## config.mk

```make
export PLATFORM = sky130hd
export DESIGN_NAME = pipe_hazard_ctrl
export DESIGN_NICKNAME = d
export VERILOG_FILES = /design/src/rtl/pipe_pkg.sv /design/src/rtl/hazard_tag_pipe.sv /design/src/rtl/pipe_hazard_ctrl.sv
export SDC_FILE = /design/constraint.sdc
export NUM_CORES = 1
export LEC_CHECK = 0
export BUFFER_PORTS_ARGS = -buffer_cell sky130_fd_sc_hd__buf_2
export CAP_MARGIN = 15
export CORE_MARGIN = 2
export CORE_UTILIZATION = 49
export DETAILED_ROUTE_END_ITERATION = 16
export GPL_TIMING_DRIVEN = 0
export HOLD_SLACK_MARGIN = 0.15
export PLACE_DENSITY = 0.72
export SETUP_SLACK_MARGIN = 0.02
export SKIP_LAST_GASP = 1
export SYNTH_ARGS = -nofsm -noshare
export SYNTH_HDL_FRONTEND = slang
export SYNTH_SLANG_ARGS = --single-unit
```

## constraint.sdc

```tcl
create_clock -name i_clk -period 3 [get_ports i_clk]
set_input_delay 0.15 -clock i_clk [delete_from_list [all_inputs] [get_ports i_clk]]
set_output_delay 0.15 -clock i_clk [all_outputs]
set_load 0.01 [all_outputs]
```

## src/rtl/pipe_pkg.sv

```systemverilog
// Shared types for the pipeline hazard controller.
// Holds the per-stage destination tag, the bubble value inserted on stall or
// flush, and the forwarding-select encoding.
package pipe_pkg;

  // Widest register address a tag can hold; narrower addresses are zero-extended.
  localparam int unsigned RD_MAX_W = 8;

  // Forwarding select value meaning "read the register file".
  localparam int unsigned SEL_RF = 0;

  typedef struct packed {
    logic                valid;
    logic                wen;
    logic [RD_MAX_W-1:0] rd;
    logic                is_load;
  } tag_t;

  localparam tag_t TAG_BUBBLE = '{valid: 1'b0, wen: 1'b0, rd: '0, is_load: 1'b0};

endpackage

```

## src/rtl/hazard_tag_pipe.sv

```systemverilog
// Destination-tag shift register for the stages after ID.
// Ports:
//   i_clk, i_rst_n : clock, asynchronous active-low reset
//   i_stall        : insert a bubble instead of the ID tag
//   i_flush        : squash every entry up to and including BR_STAGE
//   i_id_tag       : tag of the instruction currently in ID
//   o_tags         : registered entries, index 0 = EX ... DEPTH-1 = WB
module hazard_tag_pipe
  import pipe_pkg::*;
#(
  parameter int unsigned DEPTH    = 3,
  parameter int unsigned BR_STAGE = 1
) (
  input  logic             i_clk,
  input  logic             i_rst_n,
  input  logic             i_stall,
  input  logic             i_flush,
  input  tag_t             i_id_tag,
  output tag_t [DEPTH-1:0] o_tags
);

  tag_t [DEPTH-1:0] tags_q;
  tag_t [DEPTH-1:0] tags_d;

  // Advance one stage; flush kills the branch's younger stages, stall injects a bubble.
  always_comb begin
    tags_d = tags_q;
    for (int unsigned j = 1; j < DEPTH; j++) begin
      tags_d[j] = tags_q[j-1];
    end
    if (i_flush) begin
      for (int unsigned j = 0; j < DEPTH; j++) begin
        if (j <= BR_STAGE) begin
          tags_d[j] = TAG_BUBBLE;
        end
      end
    end else if (i_stall) begin
      tags_d[0] = TAG_BUBBLE;
    end else begin
      tags_d[0] = i_id_tag;
    end
  end

  always_ff @(posedge i_clk or negedge i_rst_n) begin
    if (!i_rst_n) begin
      tags_q <= {DEPTH{TAG_BUBBLE}};
    end else begin
      tags_q <= tags_d;
    end
  end

  assign o_tags = tags_q;

endmodule

```

## src/rtl/pipe_hazard_ctrl.sv

```systemverilog
// Hazard and flush controller for the in-order pipeline.
// Tracks in-flight destination tags and derives the ID-stage stall, the
// branch flush and per-operand forwarding selects.
// Ports:
//   i_clk, i_rst_n          : clock, asynchronous active-low reset
//   i_id_*                  : decoded fields of the instruction in ID
//   i_br_taken              : branch resolved taken at stage BR_STAGE
//   o_stall, o_flush        : same-cycle stall / flush (combinational)
//   o_fwd_rs_sel/rt_sel     : 0 = regfile, k = result of stage k-1
//   o_stage_valid           : valid bit of each tracked stage
//   o_stall_cnt             : saturating count of stall cycles
module pipe_hazard_ctrl
  import pipe_pkg::*;
#(
  parameter int unsigned REG_ADDR_W = 5,
  parameter int unsigned DEPTH      = 3,
  parameter bit          FWD_EN     = 1'b1,
  parameter int unsigned LOAD_READY = 1,
  parameter int unsigned BR_STAGE   = 1,
  parameter int unsigned SEL_W      = $clog2(DEPTH + 1)
) (
  input  logic                  i_clk,
  input  logic                  i_rst_n,
  input  logic                  i_id_valid,
  input  logic [REG_ADDR_W-1:0] i_id_rs,
  input  logic [REG_ADDR_W-1:0] i_id_rt,
  input  logic                  i_id_rs_used,
  input  logic                  i_id_rt_used,
  input  logic                  i_id_wen,
  input  logic [REG_ADDR_W-1:0] i_id_rd,
  input  logic                  i_id_is_load,
  input  logic                  i_br_taken,
  output logic                  o_stall,
  output logic                  o_flush,
  output logic [SEL_W-1:0]      o_fwd_rs_sel,
  output logic [SEL_W-1:0]      o_fwd_rt_sel,
  output logic [DEPTH-1:0]      o_stage_valid,
  output logic [15:0]           o_stall_cnt
);

  localparam logic [15:0] CNT_MAX = 16'hFFFF;

  typedef struct packed {
    logic             stall;
    logic [SEL_W-1:0] sel;
  } src_res_t;

  // Youngest matching writer decides: forward from it, or stall until it can.
  function automatic src_res_t resolve(input logic [REG_ADDR_W-1:0] src,
                                       input logic                  used,
                                       input tag_t [DEPTH-1:0]      tags);
    src_res_t    res;
    logic        found;
    logic        is_ld;
    int unsigned k;
    res.stall = 1'b0;
    res.sel   = SEL_W'(SEL_RF);
    found     = 1'b0;
    is_ld     = 1'b0;
    k         = 0;
    if (used && (src != '0)) begin
      for (int unsigned j = 0; j < DEPTH; j++) begin
        if (!found && tags[j].valid && tags[j].wen && (tags[j].rd != '0) &&
            (tags[j].rd == RD_MAX_W'(src))) begin
          found = 1'b1;
          k     = j;
          is_ld = tags[j].is_load;
        end
      end
      if (found) begin
        if (FWD_EN) begin
          if (is_ld && (k < LOAD_READY)) res.stall = 1'b1;
          else                           res.sel   = SEL_W'(k + 1);
        end else begin
          if (k < DEPTH - 1) res.stall = 1'b1;
          else               res.sel   = SEL_W'(DEPTH);
        end
      end
    end
    return res;
  endfunction

  tag_t             id_tag_c;
  tag_t [DEPTH-1:0] tags;
  src_res_t         rs_res_c;
  src_res_t         rt_res_c;
  logic             stall_c;
  logic [15:0]      stall_cnt_q;
  logic [15:0]      stall_cnt_d;

  // Tag of the instruction in ID; an invalid slot enters the pipe as a non-matching entry.
  always_comb begin
    id_tag_c         = TAG_BUBBLE;
    id_tag_c.valid   = i_id_valid;
    id_tag_c.wen     = i_id_wen;
    id_tag_c.rd      = RD_MAX_W'(i_id_rd);
    id_tag_c.is_load = i_id_is_load;
  end

  hazard_tag_pipe #(
    .DEPTH    (DEPTH),
    .BR_STAGE (BR_STAGE)
  ) u_tag_pipe (
    .i_clk    (i_clk),
    .i_rst_n  (i_rst_n),
    .i_stall  (stall_c),
    .i_flush  (i_br_taken),
    .i_id_tag (id_tag_c),
    .o_tags   (tags)
  );

  // Flush wins over stall: the stalled ID instruction is squashed anyway.
  always_comb begin
    rs_res_c = resolve(i_id_rs, i_id_rs_used, tags);
    rt_res_c = resolve(i_id_rt, i_id_rt_used, tags);
    stall_c  = i_id_valid & (rs_res_c.stall | rt_res_c.stall) & ~i_br_taken;
  end

  always_comb begin
    o_stage_valid = '0;
    for (int unsigned j = 0; j < DEPTH; j++) begin
      o_stage_valid[j] = tags[j].valid;
    end
  end

  always_comb begin
    stall_cnt_d = stall_cnt_q;
    if (stall_c && (stall_cnt_q != CNT_MAX)) begin
      stall_cnt_d = stall_cnt_q + 16'd1;
    end
  end

  always_ff @(posedge i_clk or negedge i_rst_n) begin
    if (!i_rst_n) begin
      stall_cnt_q <= '0;
    end else begin
      stall_cnt_q <= stall_cnt_d;
    end
  end

  assign o_stall      = stall_c;
  assign o_flush      = i_br_taken;
  assign o_fwd_rs_sel = rs_res_c.sel;
  assign o_fwd_rt_sel = rt_res_c.sel;
  assign o_stall_cnt  = stall_cnt_q;

endmodule
```

==> metrics.txt <==
# TYPE chip_impl_metric gauge
chip_impl_metric{name="timing.critical_path.buf_inv",unit=""} 1
chip_impl_metric{name="grt_pass1_vias",unit=""} 1484
chip_impl_metric{name="finish.utilization",unit="%"} 64.3
chip_impl_metric{name="number_of_register_bits_inferred_by_synthesis",unit=""} 38
chip_impl_metric{name="floorplan.die_area",unit="sq um"} 4710
chip_impl_metric{name="synth.net_count",unit=""} 212
chip_impl_metric{name="min_period",unit="ns"} 2.28
chip_impl_metric{name="n_antenna_cell",unit=""} 0
chip_impl_metric{name="worst_skew_pair.late_latency",unit="ns"} 0.28
chip_impl_metric{name="post_layout_nonfiller_instances",unit=""} 302
chip_impl_metric{name="p_leak",unit="nW"} 1.30
chip_impl_metric{name="max-cap-violations",unit=""} 0
chip_impl_metric{name="critical_path_required",unit="ns"} 2.85
chip_impl_info{name="run_status",value="completed"} 1
chip_impl_metric{name="fillerInstances",unit=""} 344
chip_impl_metric{name="post-cts-setup-buffer-count",unit=""} 0
chip_impl_info{name="worst_setup_path_class",value="reg2out"} 1
chip_impl_metric{name="vertical_extent_of_the_die",unit="um"} 68.7
chip_impl_metric{name="power_per_cell_area",unit="nW/um^2"} 453
chip_impl_metric{name="timing.final.max_slew_violations",unit=""} 0
chip_impl_metric{name="timing.critical_path.arrival",unit="ns"} 2.13
chip_impl_metric{name="asyncSetResetFlopFracSynth",unit="%"} 100
chip_impl_metric{name="slew_of_the_pin_with_the_lowest_slew_margin",unit="ns"} 0.806
chip_impl_metric{name="achievable-frequency",unit="MHz"} 438
chip_impl_info{name="timing.hold.worst.class",value="in2reg"} 1
chip_impl_metric{name="dr.pass1.iters",unit=""} 4
chip_impl_metric{name="syn_area_per_cell",unit="sq um"} 10.9
chip_impl_info{name="path_delay_family",value="simple AND/OR/NAND/NOR gates"} 1
chip_impl_metric{name="longest_individual_stage_delay_on_the_worst_path",unit="ns"} 0.43
chip_impl_metric{name="cts.sink_count",unit=""} 38
chip_impl_metric{name="io_buffers",unit=""} 47
chip_impl_metric{name="synth_edf_count",unit=""} 0
chip_impl_metric{name="initial_core_util",unit="%"} 51.2
chip_impl_metric{name="globalRouteTotalUtil",unit="%"} 20.5
chip_impl_metric{name="placedCellCount",unit=""} 285
chip_impl_metric{name="clockBufferDepth",unit=""} 2
chip_impl_info{name="synth_flop_cell",value="sky130_fd_sc_hd__dfrtp_1"} 1
chip_impl_info{name="slowest_stage",value="sky130_fd_sc_hd__dfrtp_1"} 1
chip_impl_metric{name="worst_clock_skew_on_the_final_layout",unit="ns"} 0.00673
chip_impl_metric{name="drc_errors",unit=""} 0
chip_impl_info{name="worstSetupEndpointType",value="output pin"} 1
chip_impl_metric{name="routed_wirelength",unit="mm"} 4.41
chip_impl_metric{name="dp_hpwl",unit="mm"} 3.22
chip_impl_metric{name="post_synth_instance_area",unit="sq um"} 2050
chip_impl_metric{name="grt_pass1_wl",unit="mm"} 6.93
chip_impl_metric{name="wl_per_cell",unit="um"} 14.6
chip_impl_metric{name="vdd_drop_max",unit="mV"} 0.261
chip_impl_metric{name="vias_per_cell",unit=""} 5.16
chip_impl_info{name="cts_tree",value="built"} 1
chip_impl_metric{name="final_setup_vio_count",unit=""} 0
chip_impl_metric{name="gp_weighted_congestion",unit=""} 0.888
chip_impl_metric{name="grt_antenna_before_repair",unit=""} 0
chip_impl_metric{name="area_growth_syn_to_layout",unit="%"} 25.7
chip_impl_metric{name="placedInstanceArea",unit="sq um"} 2350
chip_impl_info{name="rsz_0062_raised_after_global_routing",value="no"} 1
chip_impl_metric{name="period_share",unit="%"} 76.1
chip_impl_metric{name="globalRoute.totalOverflow",unit=""} 0
chip_impl_metric{name="drtAntennaViolNets",unit=""} 0
chip_impl_metric{name="htreeDepth",unit=""} 2
chip_impl_metric{name="die_x",unit="um"} 68.7
chip_impl_info{name="ctsRootBufferMaster",value="sky130_fd_sc_hd__clkbuf_8"} 1
chip_impl_metric{name="core.rowCount",unit=""} 23
chip_impl_metric{name="num_io_pins",unit=""} 48
chip_impl_metric{name="finalSetupTns",unit="ns"} 0
chip_impl_info{name="critical_path.startpoint_type",value="flip-flop"} 1
chip_impl_metric{name="proportion_of_layout_cells_with_a_drive_suffix_above_1",unit="%"} 31.0
chip_impl_metric{name="synth.lib_cells_used.distinct",unit=""} 34
chip_impl_metric{name="cts.clk_slew.worst_paths",unit="ns"} 0.07
chip_impl_metric{name="core",unit="sq um"} 4000
chip_impl_metric{name="max-slew-margin-rel",unit="%"} 46.2
chip_impl_metric{name="cts-buffers-inserted",unit=""} 5
chip_impl_metric{name="final_std_cell_area_no_fill",unit="sq um"} 2570
chip_impl_info{name="path_cells",value="or3_1, o311a_1, nand2_1, mux2_2, nor2_1, buf_2"} 1
chip_impl_metric{name="dp_worst_setup_slack",unit="ns"} 0.765
chip_impl_metric{name="critical_path_peak_fanout",unit=""} 4
chip_impl_metric{name="synth_warnings",unit=""} 0
chip_impl_metric{name="postLayoutSetupSlackWorst",unit="ns"} 0.718
chip_impl_metric{name="timing.hold.ws",unit="ns"} 0.274
chip_impl_metric{name="number_of_nets_in_the_final_layout",unit=""} 275
chip_impl_metric{name="dr.first_iter.drc_count",unit=""} 70
chip_impl_metric{name="grt_max_degree",unit=""} 39
chip_impl_metric{name="total_power",unit="mW"} 1.17
chip_impl_metric{name="post_synthesis_cells",unit=""} 188
chip_impl_metric{name="route.vias.total",unit=""} 1558
chip_impl_metric{name="yosysSeqAreaShare",unit="%"} 46.4
chip_impl_metric{name="number_of_hold_violations_in_the_final_report",unit=""} 0
worst paths after layout:
check	from	end	slack, ns	depth (start not counted)
worst min-delay path	i_id_valid	u_tag_pipe.o_tags[10]	0.27	4
worst max-delay path	u_tag_pipe.o_tags[1]	o_fwd_rt_sel[0]	0.72	6
max in group asynchronous	i_rst_n	u_tag_pipe.o_tags[2]	1.99	2
worst min register to register	u_tag_pipe.o_tags[20]	u_tag_pipe.o_tags[31]	0.40	0
min in group asynchronous	i_rst_n	o_stall_cnt[5]	0.50	2
worst max register to register	o_stall_cnt[0]	o_stall_cnt[6]	0.74	8
registers in the layout (all words and copies together), names as in the netlist:
signal and count:
o_stall_cnt 16, u_tag_pipe.o_tags 22
area by class of cell:
cell class              instances  area (sq um)  share of cell area (%)
clock buffers                   5          68.8                    2.67
well taps                      50          62.6                    2.43
plain buffers                   6          46.3                    1.80
clock inverters                 3          68.8                    2.67
inverters                       4          15.0                   0.583
flip-flops and latches         38           951                    36.9
repair buffers                 56           325                    12.6
multi-input cells             140          1040                    40.3
power breakdown:
part | switching, mW | internal [mW] | leakage, nW
logic | 0.0559 | 0.0540 | 0.722
clock network | 0.182 | 0.333 | 0.0683
registers | 0.0158 | 0.525 | 0.510
worst reg2reg max path, stage by stage, from the launching register on:
cell,delay (ns)
sky130_fd_sc_hd__dfrtp_1,0.43
sky130_fd_sc_hd__ha_1,0.19
sky130_fd_sc_hd__nand3_1,0.14
sky130_fd_sc_hd__nor2_1,0.32
sky130_fd_sc_hd__nand2_1,0.09
sky130_fd_sc_hd__o21ai_1,0.34
sky130_fd_sc_hd__buf_2,0.37
sky130_fd_sc_hd__nor4_1,0.10
sky130_fd_sc_hd__xor2_1,0.16
cell usage after synthesis (2+ instances only):
cell,instances,share of area (%)
sky130_fd_sc_hd__and2_1,8,2.4
sky130_fd_sc_hd__and4_1,2,0.86
sky130_fd_sc_hd__buf_4,4,1.5
sky130_fd_sc_hd__dfrtp_1,38,46
sky130_fd_sc_hd__inv_1,4,0.73
sky130_fd_sc_hd__mux2_4,2,1.5
sky130_fd_sc_hd__nand2_1,10,1.8
sky130_fd_sc_hd__nand2b_1,3,0.92
sky130_fd_sc_hd__nand3_1,7,1.7
sky130_fd_sc_hd__nand4_1,8,2.4
sky130_fd_sc_hd__nor2_1,7,1.3
sky130_fd_sc_hd__nor2_2,2,0.61
sky130_fd_sc_hd__nor2b_1,8,2.4
sky130_fd_sc_hd__nor3_1,5,1.2
sky130_fd_sc_hd__nor3_2,8,3.9
sky130_fd_sc_hd__nor4_1,6,1.8
sky130_fd_sc_hd__o21ai_1,2,0.49
sky130_fd_sc_hd__o311a_1,3,1.5
sky130_fd_sc_hd__or3_1,3,0.92
sky130_fd_sc_hd__or4_1,2,0.73
sky130_fd_sc_hd__xnor2_1,14,6.0
sky130_fd_sc_hd__xor2_1,30,13
layer usage:
layer | track usage, % | share of wire (%) | vias up
met5 | 0 | 0 | -
met4 | 7.00 | 1.1 | 0
met3 | 4.22 | 3.2 | 5
met2 | 33.1 | 50 | 28
met1 | 27.4 | 46 | 753
li1 | - | - | 772
cell families (layout without fill, tap and decap cells):
group / after synthesis / in the layout / share of synthesized area, %
buffers and inverters: 10 / 74 / 2.99
xor gates and xnor gates: 44 / 44 / 18.8
and+or+nand+nor: 82 / 82 / 24.6
DFF: 38 / 38 / 46.4
AOI/OAI and AO/OA: 10 / 10 / 4.58
adders and majority gates: 1 / 1 / 0.611
muxes: 3 / 3 / 2.02
cells in the final DEF, fill, tap and decap left out, types with 8 or more instances in the layout:
| cell | instances |
|---|---|
| sky130_fd_sc_hd__buf_2 | 48 |
| sky130_fd_sc_hd__dlygate4sd3_1 | 9 |
| sky130_fd_sc_hd__nand2_1 | 10 |
| sky130_fd_sc_hd__dfrtp_1 | 38 |
| sky130_fd_sc_hd__xnor2_1 | 14 |
| sky130_fd_sc_hd__nor3_2 | 8 |
| sky130_fd_sc_hd__xor2_1 | 30 |
| sky130_fd_sc_hd__nand4_1 | 8 |
| sky130_fd_sc_hd__nor2b_1 | 8 |
| sky130_fd_sc_hd__and2_1 | 8 |
what timing repair did:
item	CTS	global route
resized for setup	0	0
endpoints found under the hold margin	49	0
hold buffers	9	0
(Power assumes the default switching activity.)
